`src/rtl/hazard_ctrl_if.sv`:
```
// rtl/hazard_ctrl_if.sv - pipeline <-> hazard controller signal bundle
interface hazard_ctrl_if;
    logic [4:0]  id_rs1;
    logic [4:0]  id_rs2;
    logic        id_uses_rs2;
    logic [4:0]  ex_rd;
    logic        ex_mem_read;
    logic        ex_br_taken;
    logic        ex_matrix_start;
    logic        matrix_done;
    logic        pc_stall;
    logic        if_id_stall;
    logic        if_id_flush;
    logic        id_ex_flush;
    logic        mat_timeout;
    logic [31:0] stall_cnt;
    logic [31:0] flush_cnt;

    // Pipeline side: drives hazard sources, receives stall/flush controls
    modport master (
        output id_rs1, id_rs2, id_uses_rs2, ex_rd, ex_mem_read,
               ex_br_taken, ex_matrix_start, matrix_done,
        input  pc_stall, if_id_stall, if_id_flush, id_ex_flush,
               mat_timeout, stall_cnt, flush_cnt
    );

    // Controller side
    modport slave (
        input  id_rs1, id_rs2, id_uses_rs2, ex_rd, ex_mem_read,
               ex_br_taken, ex_matrix_start, matrix_done,
        output pc_stall, if_id_stall, if_id_flush, id_ex_flush,
               mat_timeout, stall_cnt, flush_cnt
    );
endinterface

```
`src/rtl/hazard_ctrl.sv`:
```
// rtl/hazard_ctrl.sv - pipeline hazard controller with matrix-unit watchdog (optional stats: HAZARD_STAT_EN)
module hazard_ctrl #(
    parameter int MAT_TIMEOUT = 64
) (
    input  logic          clk,
    input  logic          rst,
    hazard_ctrl_if.slave  bus
);

    localparam int WD_W = (MAT_TIMEOUT > 1) ? $clog2(MAT_TIMEOUT) : 1;

    typedef enum logic {
        RUN      = 1'b0,
        MAT_BUSY = 1'b1
    } state_t;

    state_t          r_state;
    state_t          w_next;
    logic [WD_W-1:0] r_wd;
    logic            r_mat_timeout;

    logic w_load_use;
    logic w_pc_stall;
    logic w_if_id_stall;
    logic w_if_id_flush;
    logic w_id_ex_flush;
    logic w_wd_clr;
    logic w_wd_inc;
    logic w_timeout;

    assign w_load_use = bus.ex_mem_read && (bus.ex_rd != 5'd0) &&
                        ((bus.ex_rd == bus.id_rs1) ||
                         (bus.id_uses_rs2 && (bus.ex_rd == bus.id_rs2)));

    // Next state and control outputs; controls are forced low while rst is held
    always_comb begin
        w_next        = r_state;
        w_pc_stall    = 1'b0;
        w_if_id_stall = 1'b0;
        w_if_id_flush = 1'b0;
        w_id_ex_flush = 1'b0;
        w_wd_clr      = 1'b0;
        w_wd_inc      = 1'b0;
        w_timeout     = 1'b0;
        case (r_state)
            RUN: begin
                if (bus.ex_br_taken) begin
                    // Taken branch squashes both younger stages; it wins over everything
                    w_if_id_flush = 1'b1;
                    w_id_ex_flush = 1'b1;
                end else if (bus.ex_matrix_start) begin
                    w_pc_stall    = 1'b1;
                    w_if_id_stall = 1'b1;
                    w_id_ex_flush = 1'b1;
                    w_wd_clr      = 1'b1;
                    w_next        = MAT_BUSY;
                end else if (w_load_use) begin
                    w_pc_stall    = 1'b1;
                    w_if_id_stall = 1'b1;
                    w_id_ex_flush = 1'b1;
                end
            end
            MAT_BUSY: begin
                // Done beats the watchdog when both land in the same cycle
                if (bus.matrix_done) begin
                    w_next = RUN;
                end else begin
                    w_pc_stall    = 1'b1;
                    w_if_id_stall = 1'b1;
                    w_id_ex_flush = 1'b1;
                    w_wd_inc      = 1'b1;
                    if (r_wd == WD_W'(MAT_TIMEOUT - 1)) begin
                        w_timeout = 1'b1;
                        w_next    = RUN;
                    end
                end
            end
            default: w_next = RUN;
        endcase
        if (rst) begin
            w_pc_stall    = 1'b0;
            w_if_id_stall = 1'b0;
            w_if_id_flush = 1'b0;
            w_id_ex_flush = 1'b0;
            w_timeout     = 1'b0;
        end
    end

    // State register
    always_ff @(posedge clk or posedge rst) begin
        if (rst) begin
            r_state <= RUN;
        end else begin
            r_state <= w_next;
        end
    end

    // Watchdog: cleared on matrix start, counts busy cycles without done
    always_ff @(posedge clk or posedge rst) begin
        if (rst) begin
            r_wd <= '0;
        end else if (w_wd_clr) begin
            r_wd <= '0;
        end else if (w_wd_inc) begin
            r_wd <= r_wd + WD_W'(1);
        end
    end

    // One-cycle registered timeout pulse, following the abort cycle
    always_ff @(posedge clk or posedge rst) begin
        if (rst) begin
            r_mat_timeout <= 1'b0;
        end else begin
            r_mat_timeout <= w_timeout;
        end
    end

    assign bus.pc_stall    = w_pc_stall;
    assign bus.if_id_stall = w_if_id_stall;
    assign bus.if_id_flush = w_if_id_flush;
    assign bus.id_ex_flush = w_id_ex_flush;
    assign bus.mat_timeout = r_mat_timeout;

`ifdef HAZARD_STAT_EN
    logic [31:0] r_stall_cnt;
    logic [31:0] r_flush_cnt;

    // Saturating stall/flush cycle counters
    always_ff @(posedge clk or posedge rst) begin
        if (rst) begin
            r_stall_cnt <= '0;
            r_flush_cnt <= '0;
        end else begin
            if (w_pc_stall && (r_stall_cnt != 32'hFFFF_FFFF)) begin
                r_stall_cnt <= r_stall_cnt + 32'd1;
            end
            if (w_if_id_flush && (r_flush_cnt != 32'hFFFF_FFFF)) begin
                r_flush_cnt <= r_flush_cnt + 32'd1;
            end
        end
    end

    assign bus.stall_cnt = r_stall_cnt;
    assign bus.flush_cnt = r_flush_cnt;
`else
    assign bus.stall_cnt = 32'd0;
    assign bus.flush_cnt = 32'd0;
`endif

endmodule

```
`src/flat_wrapper.sv`:
```
// flat-port wrapper written by rule: the top's interface ports become plain ports
module hazard_ctrl_flat 
#(
    parameter int MAT_TIMEOUT = 64
)
  (clk, rst, bus_id_rs1, bus_id_rs2, bus_id_uses_rs2, bus_ex_rd, bus_ex_mem_read, bus_ex_br_taken, bus_ex_matrix_start, bus_matrix_done, bus_pc_stall, bus_if_id_stall, bus_if_id_flush, bus_id_ex_flush, bus_mat_timeout, bus_stall_cnt, bus_flush_cnt);
  hazard_ctrl_if bus_i ();
  input  logic clk;
  input  logic rst;
  input wire logic [$bits(bus_i.id_rs1)-1:0] bus_id_rs1;
  input wire logic [$bits(bus_i.id_rs2)-1:0] bus_id_rs2;
  input wire logic [$bits(bus_i.id_uses_rs2)-1:0] bus_id_uses_rs2;
  input wire logic [$bits(bus_i.ex_rd)-1:0] bus_ex_rd;
  input wire logic [$bits(bus_i.ex_mem_read)-1:0] bus_ex_mem_read;
  input wire logic [$bits(bus_i.ex_br_taken)-1:0] bus_ex_br_taken;
  input wire logic [$bits(bus_i.ex_matrix_start)-1:0] bus_ex_matrix_start;
  input wire logic [$bits(bus_i.matrix_done)-1:0] bus_matrix_done;
  output wire logic [$bits(bus_i.pc_stall)-1:0] bus_pc_stall;
  output wire logic [$bits(bus_i.if_id_stall)-1:0] bus_if_id_stall;
  output wire logic [$bits(bus_i.if_id_flush)-1:0] bus_if_id_flush;
  output wire logic [$bits(bus_i.id_ex_flush)-1:0] bus_id_ex_flush;
  output wire logic [$bits(bus_i.mat_timeout)-1:0] bus_mat_timeout;
  output wire logic [$bits(bus_i.stall_cnt)-1:0] bus_stall_cnt;
  output wire logic [$bits(bus_i.flush_cnt)-1:0] bus_flush_cnt;
  assign bus_i.id_rs1 = bus_id_rs1;
  assign bus_i.id_rs2 = bus_id_rs2;
  assign bus_i.id_uses_rs2 = bus_id_uses_rs2;
  assign bus_i.ex_rd = bus_ex_rd;
  assign bus_i.ex_mem_read = bus_ex_mem_read;
  assign bus_i.ex_br_taken = bus_ex_br_taken;
  assign bus_i.ex_matrix_start = bus_ex_matrix_start;
  assign bus_i.matrix_done = bus_matrix_done;
  assign bus_pc_stall = bus_i.pc_stall;
  assign bus_if_id_stall = bus_i.if_id_stall;
  assign bus_if_id_flush = bus_i.if_id_flush;
  assign bus_id_ex_flush = bus_i.id_ex_flush;
  assign bus_mat_timeout = bus_i.mat_timeout;
  assign bus_stall_cnt = bus_i.stall_cnt;
  assign bus_flush_cnt = bus_i.flush_cnt;
  hazard_ctrl #(.MAT_TIMEOUT(MAT_TIMEOUT)) u_core (.clk(clk), .rst(rst), .bus(bus_i));
endmodule
```
`config.mk`:
```
export PLATFORM = sky130hd
export DESIGN_NAME = hazard_ctrl_flat
export DESIGN_NICKNAME = d
export VERILOG_FILES = /design/src/rtl/hazard_ctrl_if.sv /design/src/rtl/hazard_ctrl.sv /design/src/flat_wrapper.sv
export SDC_FILE = /design/constraint.sdc
export NUM_CORES = 1
export LEC_CHECK = 0
export BUFFER_PORTS_ARGS = -buffer_cell sky130_fd_sc_hd__buf_2
export CAP_MARGIN = 20
export CORE_MARGIN = 2
export CORE_UTILIZATION = 38
export CTS_CLUSTER_SIZE = 25
export DETAILED_ROUTE_END_ITERATION = 10
export PLACE_DENSITY = 0.81
export SYNTH_ARGS = -nofsm -noshare
export SYNTH_HDL_FRONTEND = slang
export SYNTH_SLANG_ARGS = --single-unit
export TNS_END_PERCENT = 10
```
`constraint.sdc`:
```
create_clock -name clk -period 1.8 [get_ports clk]
set_input_delay 0.18 -clock clk [delete_from_list [all_inputs] [get_ports clk]]
set_output_delay 0.18 -clock clk [all_outputs]
set_load 0.02 [all_outputs]
```
[Word-level counts from Yosys, hierarchy flattened]
Cells that the tools add are included.
Storage, ports and cells
  word-level logic and storage cells: 39
  register bits after elaboration: 8
  output and inout bits: 69
Cells by class
  bitwise operators: 1
  multiplexer cells: 25
  add/sub/neg operators: 1
  equal/unequal tests: 3
  reduce and logical (&&, ||, !) cells: 6
Operator list (number)
  $mux W1: 20
  $mux W6: 2
  $eq A5 B5 Y1: 2
  $add A6 B1 Y6 const B: 1
  $eq A6 B6 Y1 const B: 1
  $pmux W1 S2: 3
  $reduce_bool A5 Y1: 1
  $logic_and A1 B1 Y1: 3
  $reduce_bool A2 Y1: 1
  $logic_or A1 B1 Y1: 1
  $not A1 Y1: 1

[Longest topological paths before layout]
  depth after elaboration: 9
  depth in mapped cells: 6
  gate-level depth less buffers: 5

[Worst setup path after synthesis]
No wires, ideal clock.
  path kind: input port to output port
  start point: input port bus_ex_rd[0]
  end point: output port bus_pc_stall
  path buffers: 1
  data required time: 1.620 ns
  data arrival time: 1.359 ns
  slack: 0.261 ns
  cell stages on the path: 5
  cells stage by stage: or4_1 -> o21a_1 -> a211oi_2 -> nor2_1 -> buf_4
On the way
  word-level cells in the longest chain between the ends: 9
  elaborated cells on any way between the ends: 12
  classes of those cells: eq/ne: 2; mux: 5; reduce/logical: 5
RTL lines
  start, declared: RTL line flat_wrapper.sv:13  | input wire logic [$bits(bus_i.ex_rd)-1:0] bus_ex_rd;
  $eq A5 B5 Y1: RTL line hazard_ctrl.sv:33  | (bus.id_uses_rs2 && (bus.ex_rd == bus.id_rs2)));
  $logic_and A1 B1 Y1: RTL line hazard_ctrl.sv:33
  $logic_or A1 B1 Y1: RTL line hazard_ctrl.sv:32  | ((bus.ex_rd == bus.id_rs1) ||
  $logic_and A1 B1 Y1 *: RTL line hazard_ctrl.sv:31  | assign w_load_use = bus.ex_mem_read && (bus.ex_rd != 5'd0) &&
  $mux W1 * (3 in series)
  $pmux W1 S2 *
  $mux W1 *
  end, declared: RTL line flat_wrapper.sv:18  | output wire logic [$bits(bus_i.pc_stall)-1:0] bus_pc_stall;
Mark *: on every way between the ends. The rest lies on a longest branch, timed or not.

[Worst setup path after layout]
  start point: input port bus_ex_rd[0]
  end point: output port bus_if_id_stall
On the way
  word-level cells in the longest chain between the ends: 9
  elaborated cells on any way between the ends: 12
  classes of those cells: eq/ne: 2; mux: 5; reduce/logical: 5
RTL lines
  $eq A5 B5 Y1: RTL line hazard_ctrl.sv:33
  $logic_and A1 B1 Y1: RTL line hazard_ctrl.sv:33
  $logic_or A1 B1 Y1: RTL line hazard_ctrl.sv:32
  $logic_and A1 B1 Y1 *: RTL line hazard_ctrl.sv:31
  $mux W1 *: RTL line hazard_ctrl.sv:57  | end else if (w_load_use) begin
  $mux W1 *: RTL line hazard_ctrl.sv:51  | end else if (bus.ex_matrix_start) begin
  $mux W1 *: RTL line hazard_ctrl.sv:47  | if (bus.ex_br_taken) begin
  $pmux W1 S2 *: RTL line hazard_ctrl.sv:45  | case (r_state)
  $mux W1 *: RTL line hazard_ctrl.sv:80  | if (rst) begin
  end, declared: RTL line flat_wrapper.sv:19  | output wire logic [$bits(bus_i.if_id_stall)-1:0] bus_if_id_stall;
Marks and branches as above.

==> impl_summary.txt <==
----------------------------------------------------
[Die]
  Number of ports placed on the die boundary ... 91
  Core box area ... 2522 um^2
  Die H ... 56.18 um
  Die boundary width ... 56.18 um
  Effective utilization at floorplan ... 0.4102
  Num rows ... 18
  Die Footprint ... 3156 um^2

[Timing]
  Setup violation total in the final timing report ... 0
  Fmax achieved ... 0.6102 GHz
  Final number of hold-violating endpoints ... 0
  Fraction of the cycle the final worst path needs ... 0.9104
  Min Clock Period, post-route ... 1.639 ns
  Max Clock Skew ... 0.001232 ns
  Number of max-slew violations in the final report ... 0
  Minimum setup slack in the final design ... 0.1613 ns
  TNS Setup ... 0 ns
  Setup repair after global routing missed its margin ... false

[Critical path]
  Signal arrival time at the worst endpoint ... 1.46 ns
  Endpoint of the most critical register-to-register path ... u_core.r_wd[5]$_DFFE_PP0P_
  Kind of critical path ... primary input to output pin
  R2r setup slk ... 0.45 ns
  Type of origin of the critical path ... primary input
  Worst r2r src ... u_core.r_state$_DFF_PP0_
  R2R cell count ... 4
  Biggest fanout along the worst timing path ... 3
  Endpoint kind of the worst setup timing path ... output pin
  Data required time at the worst endpoint ... 1.62 ns

[Detailed routing]
  Met2 wirelength from detailed routing ... 876 um
  Number of detailed-route iterations in the first pass ... 4
  Total via count after detailed routing ... 701
  Total detailed-routing wirelength ... 1645 um
  Top routing layer in use ... met4
  First-iteration detailed-routing DRC count ... 22
  Number of vias per cell ... 3.769
  M1 WL ... 534 um
  DRC ... 0
  Met3 wire len ... 224 um
  Average detailed-routed wire length per instance ... 8.844 um
  ANT nets after route ... 0

[Synthesis]
  Top cell type by total area after synthesis ... sky130_fd_sc_hd__buf_4
  Most common flop cell mapped by yosys ... sky130_fd_sc_hd__dfrtp_1
  Number of cells produced by synthesis ... 127
  Fraction of synthesized cell area taken by the top area cell type ... 0.4716
  List of most frequent post-synthesis cells ... sky130_fd_sc_hd__buf_4 (65), sky130_fd_sc_hd__xnor2_1 (10), sky130_fd_sc_hd__nand2_1 (9), sky130_fd_sc_hd__dfrtp_1 (8)
  Most numerous cell in the Yosys netlist ... sky130_fd_sc_hd__buf_4
  Async S/R FF share, synth ... 1.000
  Ranking of synthesized cells by area ... sky130_fd_sc_hd__buf_4 (47%), sky130_fd_sc_hd__dfrtp_1 (19%), sky130_fd_sc_hd__xnor2_1 (8.5%)
  Seq/Total Area, Yosys ... 0.1935
  Mapped Avg Cell Area ... 8.148 um^2
  Post-synth EDFFs ... 0
  Mapped cell area ... 1035 um^2
  Ys Warns ... 0
  Register bit total from synthesis ... 8
  Number of unique standard cell types used by synthesis ... 25

[Clock network]
  Insertion delay to the later sink of the worst-skew pair ... 0.25 ns
  CTS root buf ... sky130_fd_sc_hd__clkbuf_4
  TritonCTS clock tree ... done
  CTS clock-pin slew for the worst setup and hold paths ... 0.05 ns
  Number of CTS-inserted buffers ... 3
  H-Tree Depth ... 1
  Clk sink count ... 8
  Longest Clk Path Bufs ... 2

[Pwr]
  Peak ir drop on the vdd network ... 296.4 uV
  Power density cells ... 614.0 nW/um^2
  Leakage power ... 0.5627 nW
  Total power after layout ... 608.4 uW

[Place]
  Placed standard-cell area ... 958.4 um^2
  Routability congestion estimate from global placement ... 0.7824
  Count of buffers from port buffering ... 26
  Setup slack at placement ... 0.1521 ns
  Hpwl dp ... 1417 um

[Global routing]
  Antenna violations before repair ... 0
  Pin count of the biggest net entering global routing ... 9
  Total congestion overflow ... 0
  Number of global-route vias before repair ... 602
  GRT Total Usage ... 0.09919
  Wire length of the first global-routing pass ... 2484 um

[Finish]
  Layout cell share with drive strength beyond 1 ... 0.2115
  Area Overhead vs Synth ... -4.232%
  Final cell area excluding filler cells ... 991.0 um^2
  Final net count ... 181
  Ant. Diodes ... 0

[Outcome]
  Run status ... finished clean

[Worst hold path]
  Hold Path Depth ... 3
  Hold/Removal Path Class ... primary input to register
  Hold worst-path end ... u_core.r_state$_DFF_PP0_
  Startpoint of the lowest-slack hold path ... bus_ex_matrix_start

[Flow run]
  Max Cap Violations ... 0

----------------------------------------------------
## critical path, cell delays in order
cell                       delay, ns
sky130_fd_sc_hd__buf_2          0.12
sky130_fd_sc_hd__or4_1          0.51
sky130_fd_sc_hd__o21a_1         0.21
sky130_fd_sc_hd__a211oi_2       0.19
sky130_fd_sc_hd__nor2_1         0.09
sky130_fd_sc_hd__buf_2          0.16
## metal layers
layer,track usage,vias up
met5,0,-
met4,0.04082,0
met3,0.03256,2
met2,0.1815,52
met1,0.1025,307
li1,-,340
## cells in the final DEF, fill, tap and decap left out
cell and n:
sky130_fd_sc_hd__conb_1 64, sky130_fd_sc_hd__buf_2 26, sky130_fd_sc_hd__xnor2_1 10, sky130_fd_sc_hd__nand2_1 9
sky130_fd_sc_hd__dfrtp_1 8, sky130_fd_sc_hd__nor2_1 5, sky130_fd_sc_hd__o21ai_0 5, sky130_fd_sc_hd__xor2_1 3
sky130_fd_sc_hd__nand3_1 3, sky130_fd_sc_hd__clkbuf_4 3, sky130_fd_sc_hd__nand4_1 2, sky130_fd_sc_hd__a21oi_1 2
sky130_fd_sc_hd__and2_1 1, sky130_fd_sc_hd__and2b_4 1, sky130_fd_sc_hd__nand2b_1 1, sky130_fd_sc_hd__inv_1 1
sky130_fd_sc_hd__nor4_1 1, sky130_fd_sc_hd__or4_1 1, sky130_fd_sc_hd__o21a_1 1, sky130_fd_sc_hd__o22ai_1 1
sky130_fd_sc_hd__a221oi_1 1, sky130_fd_sc_hd__nor3b_1 1, sky130_fd_sc_hd__a211oi_2 1, sky130_fd_sc_hd__nand4_2 1
sky130_fd_sc_hd__or3_1 1, sky130_fd_sc_hd__ha_1 1, sky130_fd_sc_hd__dlygate4sd3_1 1, sky130_fd_sc_hd__buf_4 1
## sequential cells by signal (all words and copies together), names as in the netlist
| register | cells |
|---|---|
| u_core.r_wd | 6 |
| u_core.bus.mat_timeout | 1 |
| u_core.r_state | 1 |
## where the power goes
| part | internal (mW) | switching (mW) |
|---|---|---|
| logic | 0.0643 | 0.187 |
| clock network | 0.0763 | 0.0609 |
| registers | 0.199 | 0.0214 |
| total | 0.340 | 0.269 |
## what timing repair did
item | CTS | global route
hold endpoints to repair | 8 | 0
gates resized for setup | 0 | 0
setup buffers | 0 | 0
hold buffers | 1 | 0
## stage by stage
step                hold WS (ns)  std cells    util
finish                    0.2355        186  0.3929
floorplan               0.001379        190       -
global placement          0.2133        182  0.3800
detailed placement        0.2133        182  0.3800
CTS                       0.2289        186  0.3929
global route              0.2675        186  0.3929
## cells by family after synthesis
kind of cell / share of synthesized area
compound gates: 0.06772
xor+xnor: 0.1100
other cells: 0.003624
simple gates: 0.1379
flops: 0.1935
fa+ha+maj: 0.01209
buf+inv: 0.4752
## layout make-up
class,instances,area [um^2]
Inverter,1,3.754
Fill cell,281,1531
Timing Repair Buffer,28,147.6
Multi-Input combinational cell,116,579.3
Sequential cell,8,200.2
Clock buffer,3,22.52
Tap cell,30,37.54
## worst max path at each step
stage | startpoint | to | slack (ns) | depth (start not counted)
6_report | bus_ex_rd[0] | bus_if_id_stall | 0.16 | 6
3_5_place_dp | bus_ex_rd[0] | bus_if_id_stall | 0.15 | 6
3_3_place_gp | bus_ex_rd[0] | bus_pc_stall | 0.20 | 6
2_1_floorplan | bus_ex_rd[0] | bus_pc_stall | 0.26 | 5
4_1_cts | bus_ex_rd[0] | bus_if_id_stall | 0.15 | 6
5_1_grt | bus_ex_rd[2] | bus_id_ex_flush | 0.05 | 7
No activity file was read; power rests on OpenSTA's default activity.
